[config.mk]
export PLATFORM = sky130hd
export DESIGN_NAME = conv_window_3x3
export DESIGN_NICKNAME = d
export VERILOG_FILES = /design/src/rtl/nn_pkg.sv /design/src/rtl/line_buffer.sv /design/src/rtl/conv_window_3x3.sv
export SDC_FILE = /design/constraint.sdc
export NUM_CORES = 2
export LEC_CHECK = 0
export BUFFER_PORTS_ARGS = -buffer_cell sky130_fd_sc_hd__buf_4
export CORE_MARGIN = 1.5
export CORE_UTILIZATION = 60
export CTS_CLUSTER_DIAMETER = 40
export DETAILED_ROUTE_END_ITERATION = 6
export GPL_ROUTABILITY_DRIVEN = 1
export PLACE_DENSITY = 0.78
export SETUP_SLACK_MARGIN = 0.1
export SLEW_MARGIN = 20
export SYNTH_ARGS = -nofsm -noshare
export SYNTH_HDL_FRONTEND = slang
export SYNTH_SLANG_ARGS = --single-unit
[constraint.sdc]
create_clock -name clk -period 4.47 [get_ports clk]
set_input_delay 0.894 -clock clk [delete_from_list [all_inputs] [get_ports clk]]
set_output_delay 0.894 -clock clk [all_outputs]
set_load 0.01 [all_outputs]
[src/rtl/nn_pkg.sv]
// nn_pkg: shared numeric formats and window constants for the nn datapath blocks
//   DATSIZE  activation/pixel width
//   PARSIZE  weight width
//   FPSHIFT  fixed-point fraction bits
//   NTAPS    taps in a 3x3 window
package nn_pkg;
    localparam int DATSIZE = 22;
    localparam int PARSIZE = 16;
    localparam int FPSHIFT = 14;
    localparam int NTAPS   = 9;
    typedef logic signed [DATSIZE-1:0] pix_t;
    typedef enum logic {FILL, RUN} win_state_t;
endpackage

[src/rtl/line_buffer.sv]
// line_buffer: fixed-delay row buffer; dout is the value written DEPTH enables earlier
//   clk, rst_n  clock, async active-low reset (pointer only)
//   en          shift enable: write din and advance
//   din, dout   pixel in, pixel delayed by DEPTH enables
module line_buffer
    import nn_pkg::*;
#(
    parameter int DEPTH = 28
) (
    input  logic clk,
    input  logic rst_n,
    input  logic en,
    input  pix_t din,
    output pix_t dout
);
    localparam int AW = DEPTH > 1 ? $clog2(DEPTH) : 1;
    pix_t          mem [DEPTH];
    logic [AW-1:0] ptr;
    // circular buffer: the slot about to be overwritten holds the oldest entry
    assign dout = mem[ptr];
    always_ff @(posedge clk)
        if (en) mem[ptr] <= din;
    always_ff @(posedge clk or negedge rst_n)
        if (!rst_n) ptr <= '0;
        else if (en) ptr <= ptr == AW'(DEPTH - 1) ? '0 : ptr + AW'(1);
endmodule

[src/rtl/conv_window_3x3.sv]
// conv_window_3x3: raster pixel stream to registered 3x3 sliding windows (valid padding)
//   clk, rst_n      clock, async active-low reset
//   clear           sync frame restart, overrides in_valid
//   in_valid/data   raster-order signed pixel input, no backpressure
//   out_valid       win0..win8 hold a new window (one cycle after its newest pixel)
//   win0..win8      taps, top row first, left to right; win8 newest
//   frame_done      pulses with the window of the frame's last pixel
module conv_window_3x3
    import nn_pkg::*;
#(
    parameter int IMG_W = 28,
    parameter int IMG_H = 28
) (
    input  logic clk,
    input  logic rst_n,
    input  logic clear,
    input  logic in_valid,
    input  pix_t in_data,
    output logic out_valid,
    output pix_t win0,
    output pix_t win1,
    output pix_t win2,
    output pix_t win3,
    output pix_t win4,
    output pix_t win5,
    output pix_t win6,
    output pix_t win7,
    output pix_t win8,
    output logic frame_done
);
    localparam int CW = $clog2(IMG_W);
    localparam int RW = $clog2(IMG_H);
    logic [CW-1:0] col;
    logic [RW-1:0] row;
    win_state_t    state, state_nxt;
    pix_t          d1, d2;
    // two newest columns of the window, rows top..bottom; the third column is the incoming one
    pix_t          sr  [6];
    pix_t          nxt [NTAPS];
    pix_t          win [NTAPS];
    logic          acc, col_end, row_end, last, fire;
    assign acc     = in_valid && !clear;
    assign col_end = col == CW'(IMG_W - 1);
    assign row_end = row == RW'(IMG_H - 1);
    assign last    = col_end && row_end;
    // RUN means row>=2, so the line buffers hold this frame's rows and never stale data
    assign fire    = acc && state == RUN && col >= CW'(2);
    assign nxt     = '{sr[0], sr[1], d2, sr[2], sr[3], d1, sr[4], sr[5], in_data};
    line_buffer #(.DEPTH(IMG_W)) u_lb1 (.clk(clk), .rst_n(rst_n), .en(acc), .din(in_data), .dout(d1));
    line_buffer #(.DEPTH(IMG_W)) u_lb2 (.clk(clk), .rst_n(rst_n), .en(acc), .din(d1), .dout(d2));
    always_comb begin
        state_nxt = state;
        if (clear) state_nxt = FILL;
        else if (acc && state == FILL && col_end && row == RW'(1)) state_nxt = RUN;
        else if (acc && last) state_nxt = FILL;
    end
    always_ff @(posedge clk or negedge rst_n)
        if (!rst_n) begin
            col        <= '0;
            row        <= '0;
            state      <= FILL;
            out_valid  <= 1'b0;
            frame_done <= 1'b0;
            sr         <= '{default: '0};
            win        <= '{default: '0};
        end else begin
            state      <= state_nxt;
            out_valid  <= fire;
            frame_done <= acc && last;
            if (clear) begin
                col <= '0;
                row <= '0;
            end else if (acc) begin
                col <= col_end ? '0 : col + CW'(1);
                if (col_end) row <= row_end ? '0 : row + RW'(1);
                sr  <= '{nxt[1], nxt[2], nxt[4], nxt[5], nxt[7], nxt[8]};
            end
            if (fire) win <= nxt;
        end
    assign win0 = win[0];
    assign win1 = win[1];
    assign win2 = win[2];
    assign win3 = win[3];
    assign win4 = win[4];
    assign win5 = win[5];
    assign win6 = win[6];
    assign win7 = win[7];
    assign win8 = win[8];
endmodule
==> flow_summary.yaml <==
synthesis:
  synth_largest_area_cell: "edfxtp_1"
  synth_area_leaders: "edfxtp_1, dfrtp_1, mux2i_1, nand2_1, mux4_2"
  seq_area_frac_synth_pct: 75.2
  synth_edf_count: 1232
  synth_seq_cells: 1585
  netlist_instances: 3800
  synth.top_cell.area_share_pct: 60.7
  syn-num-nets: 3838
  synthDistinctLibCells: 64
  synth_ff_type: "edfxtp_1"
  yosys_warnings: 0
  netlist_area_um2: 61000
  synthArstFlopShare_pct: 22.3
  syn_avg_cell_area_um2: 16.0
floorplanning:
  ios: 226
  die_x_um: 322
  start_util_pct: 60.7
  rows: 116
  floorplan.die_area_um2: 104000
  core_um2: 100000
  die_h_um: 322
clocking:
  numCtsBuffers: 170
  cts_resized: 0
  clock_latency_ns: 0.77
  postCtsSetupRepairBufs: 0
  clock_path_buffers: 3
  clock-sinks: 1585
  cts-root-buf: "clkbuf_16"
  cts_tree: "done"
  clkTransAtPathRegs_ns: 0.06
  htreeDepth: 4
  ctsHoldBuffers: 0
detailed_routing:
  wire_per_inst_um: 27.7
  wl_mm: 157
  first_iter_violations: 4491
  via_per_inst: 6.27
  antenna_left: 0
  dr.pass1.iters: 5
  vias: 35515
  drc_errors: 0
placed_design:
  place.port_buffers: 225
  hpwl_mm: 96.6
  place.gp.congestion: 0.887
  pre_cts_ws_ns: 0.797
finish:
  final_common_cell: "edfxtp_1"
  antenna-diode-count: 0
  syn2layout_area_growth_pct: 16.0
  nNetsFinal: 4201
  final_cell_mix: "edfxtp_1, nand2_1, buf_4, mux2i_1, dfrtp_1"
  drive_gt1_share_pct: 20.8
  final_util_pct: 70.4
job:
  maxCapViolations: 0
sta:
  fin_ws_ns: 0.692
  slew_viol_final: 0
  final.min_clock_period_ns: 3.78
  rsz0062_at_grt: "no"
  slew_headroom_pct: 24.5
  max_freq_mhz: 265
  min_period_over_period_pct: 84.5
  finalSetupTns_ns: 0
  finalHoldViolations: 0
  setup_viol: 0
  tightestPinTransition_ns: 1.12
  skew_ns: 0.0289
setup_path:
  crit_type: "flip-flop to flip-flop"
  crit_fanout: 28
  worstPathArrival_ns: 4.10
  cp-start-kind: "flip-flop"
  cp_data_required_time_ns: 4.80
  end_kind: "flip-flop"
grt:
  gr-usage-all-layers_pct: 30.6
  grt_antenna_before_repair: 3
  overflow: 0
  grt_pass1_vias: 35333
  grt_max_degree: 102
  grt_pass1_wl_mm: 230
pwr:
  peakVddDrop_mv: 0.407
  pwr_density_cell_nw_per_um2: 630
  leakage_nw: 27.1
outcome:
  status: "complete, no violations"
min_path:
  min_path_type: "primary input to asynchronous set/reset pin"
==> path summary, 6_finish.rpt <==
kind                                    from         endpoint  slack [ns]  depth (start not counted)
worst max-delay path            u_lb1.ptr[4]  u_lb2.mem[2][8]        0.69                          6
worst min-delay path                   rst_n         win0[11]        0.20                          1
worst max register to register  u_lb1.ptr[4]  u_lb2.mem[2][8]        0.69                          6
worst min register to register      nxt[123]         win3[13]        0.47                          2
max in group asynchronous              rst_n         win6[21]        3.25                          2
min in group clk                    in_valid           col[1]        0.40                          2
==> synth_stat cells (8+ instances only) <==
cell	number
edfxtp_1	1232
nand2_1	814
mux2i_1	364
dfrtp_1	353
o22ai_1	140
nor2_1	125
mux4_2	110
buf_2	90
clkbuf_1	51
a22oi_1	48
a31oi_1	36
mux2_1	35
a21oi_1	29
mux2_2	29
buf_4	27
inv_1	25
buf_6	24
o21ai_1	24
nor4_1	23
o21ai_0	23
nand3_1	18
o2111ai_1	18
ha_1	12
nor3_1	11
and3_1	10
buf_1	10
nor2b_1	9
or4_1	8
==> where the power goes <==
group	switching (mW)	internal, mW
Sequential	0.949	18.9
Combinational	7.14	3.24
Clock	5.80	8.49
Total	13.9	30.6
==> metrics by stage <==
stage / instance area, µm² / hold WS [ns] / cells / power (mW)
2_1_floorplan: 61000 / 0.439 / 3800 / 25.7
3_3_place_gp: 64900 / 0.448 / 5348 / 29.9
3_5_place_dp: 64900 / 0.453 / 5348 / 30.3
4_1_cts: 70700 / 0.214 / 5661 / 44.5
5_1_grt: 70700 / 0.253 / 5661 / 45.8
6_report: 70700 / 0.198 / 5661 / 44.5
==> area by class of cell <==
cell class / instances / area [µm²]
Inverter: 26 / 103
Multi-Input combinational cell: 1986 / 14100
Sequential cell: 1585 / 45800
Fill cell: 6105 / 29800
Tap cell: 1357 / 1700
Clock inverter: 97 / 1090
Clock buffer: 216 / 4690
Timing Repair Buffer: 394 / 3170
==> critical path, cell delays in order, from the launching register on <==
cell and delay, ns:
dfrtp_1 0.86, buf_4 0.33, or4b_1 0.54, o22ai_1 0.25, or4_1 0.46, nor2_2 0.36, inv_1 0.51
==> metal layers <==
layer	vias up	track usage, %	wire length [µm]
li1	15002	-	-
met1	18000	39.6	57200
met2	2093	49.3	76100
met3	416	7.16	15100
met4	4	14.9	8250
met5	-	0	27
==> logic make-up after synthesis <==
family | share of synthesized area (%)
compound gates | 3.86
simple gates | 7.40
flops | 75.2
mux | 11.2
fa+ha+maj | 0.246
xor+xnor | 0.0287
buf+inv | 2.06
(Power assumes the default switching activity.)
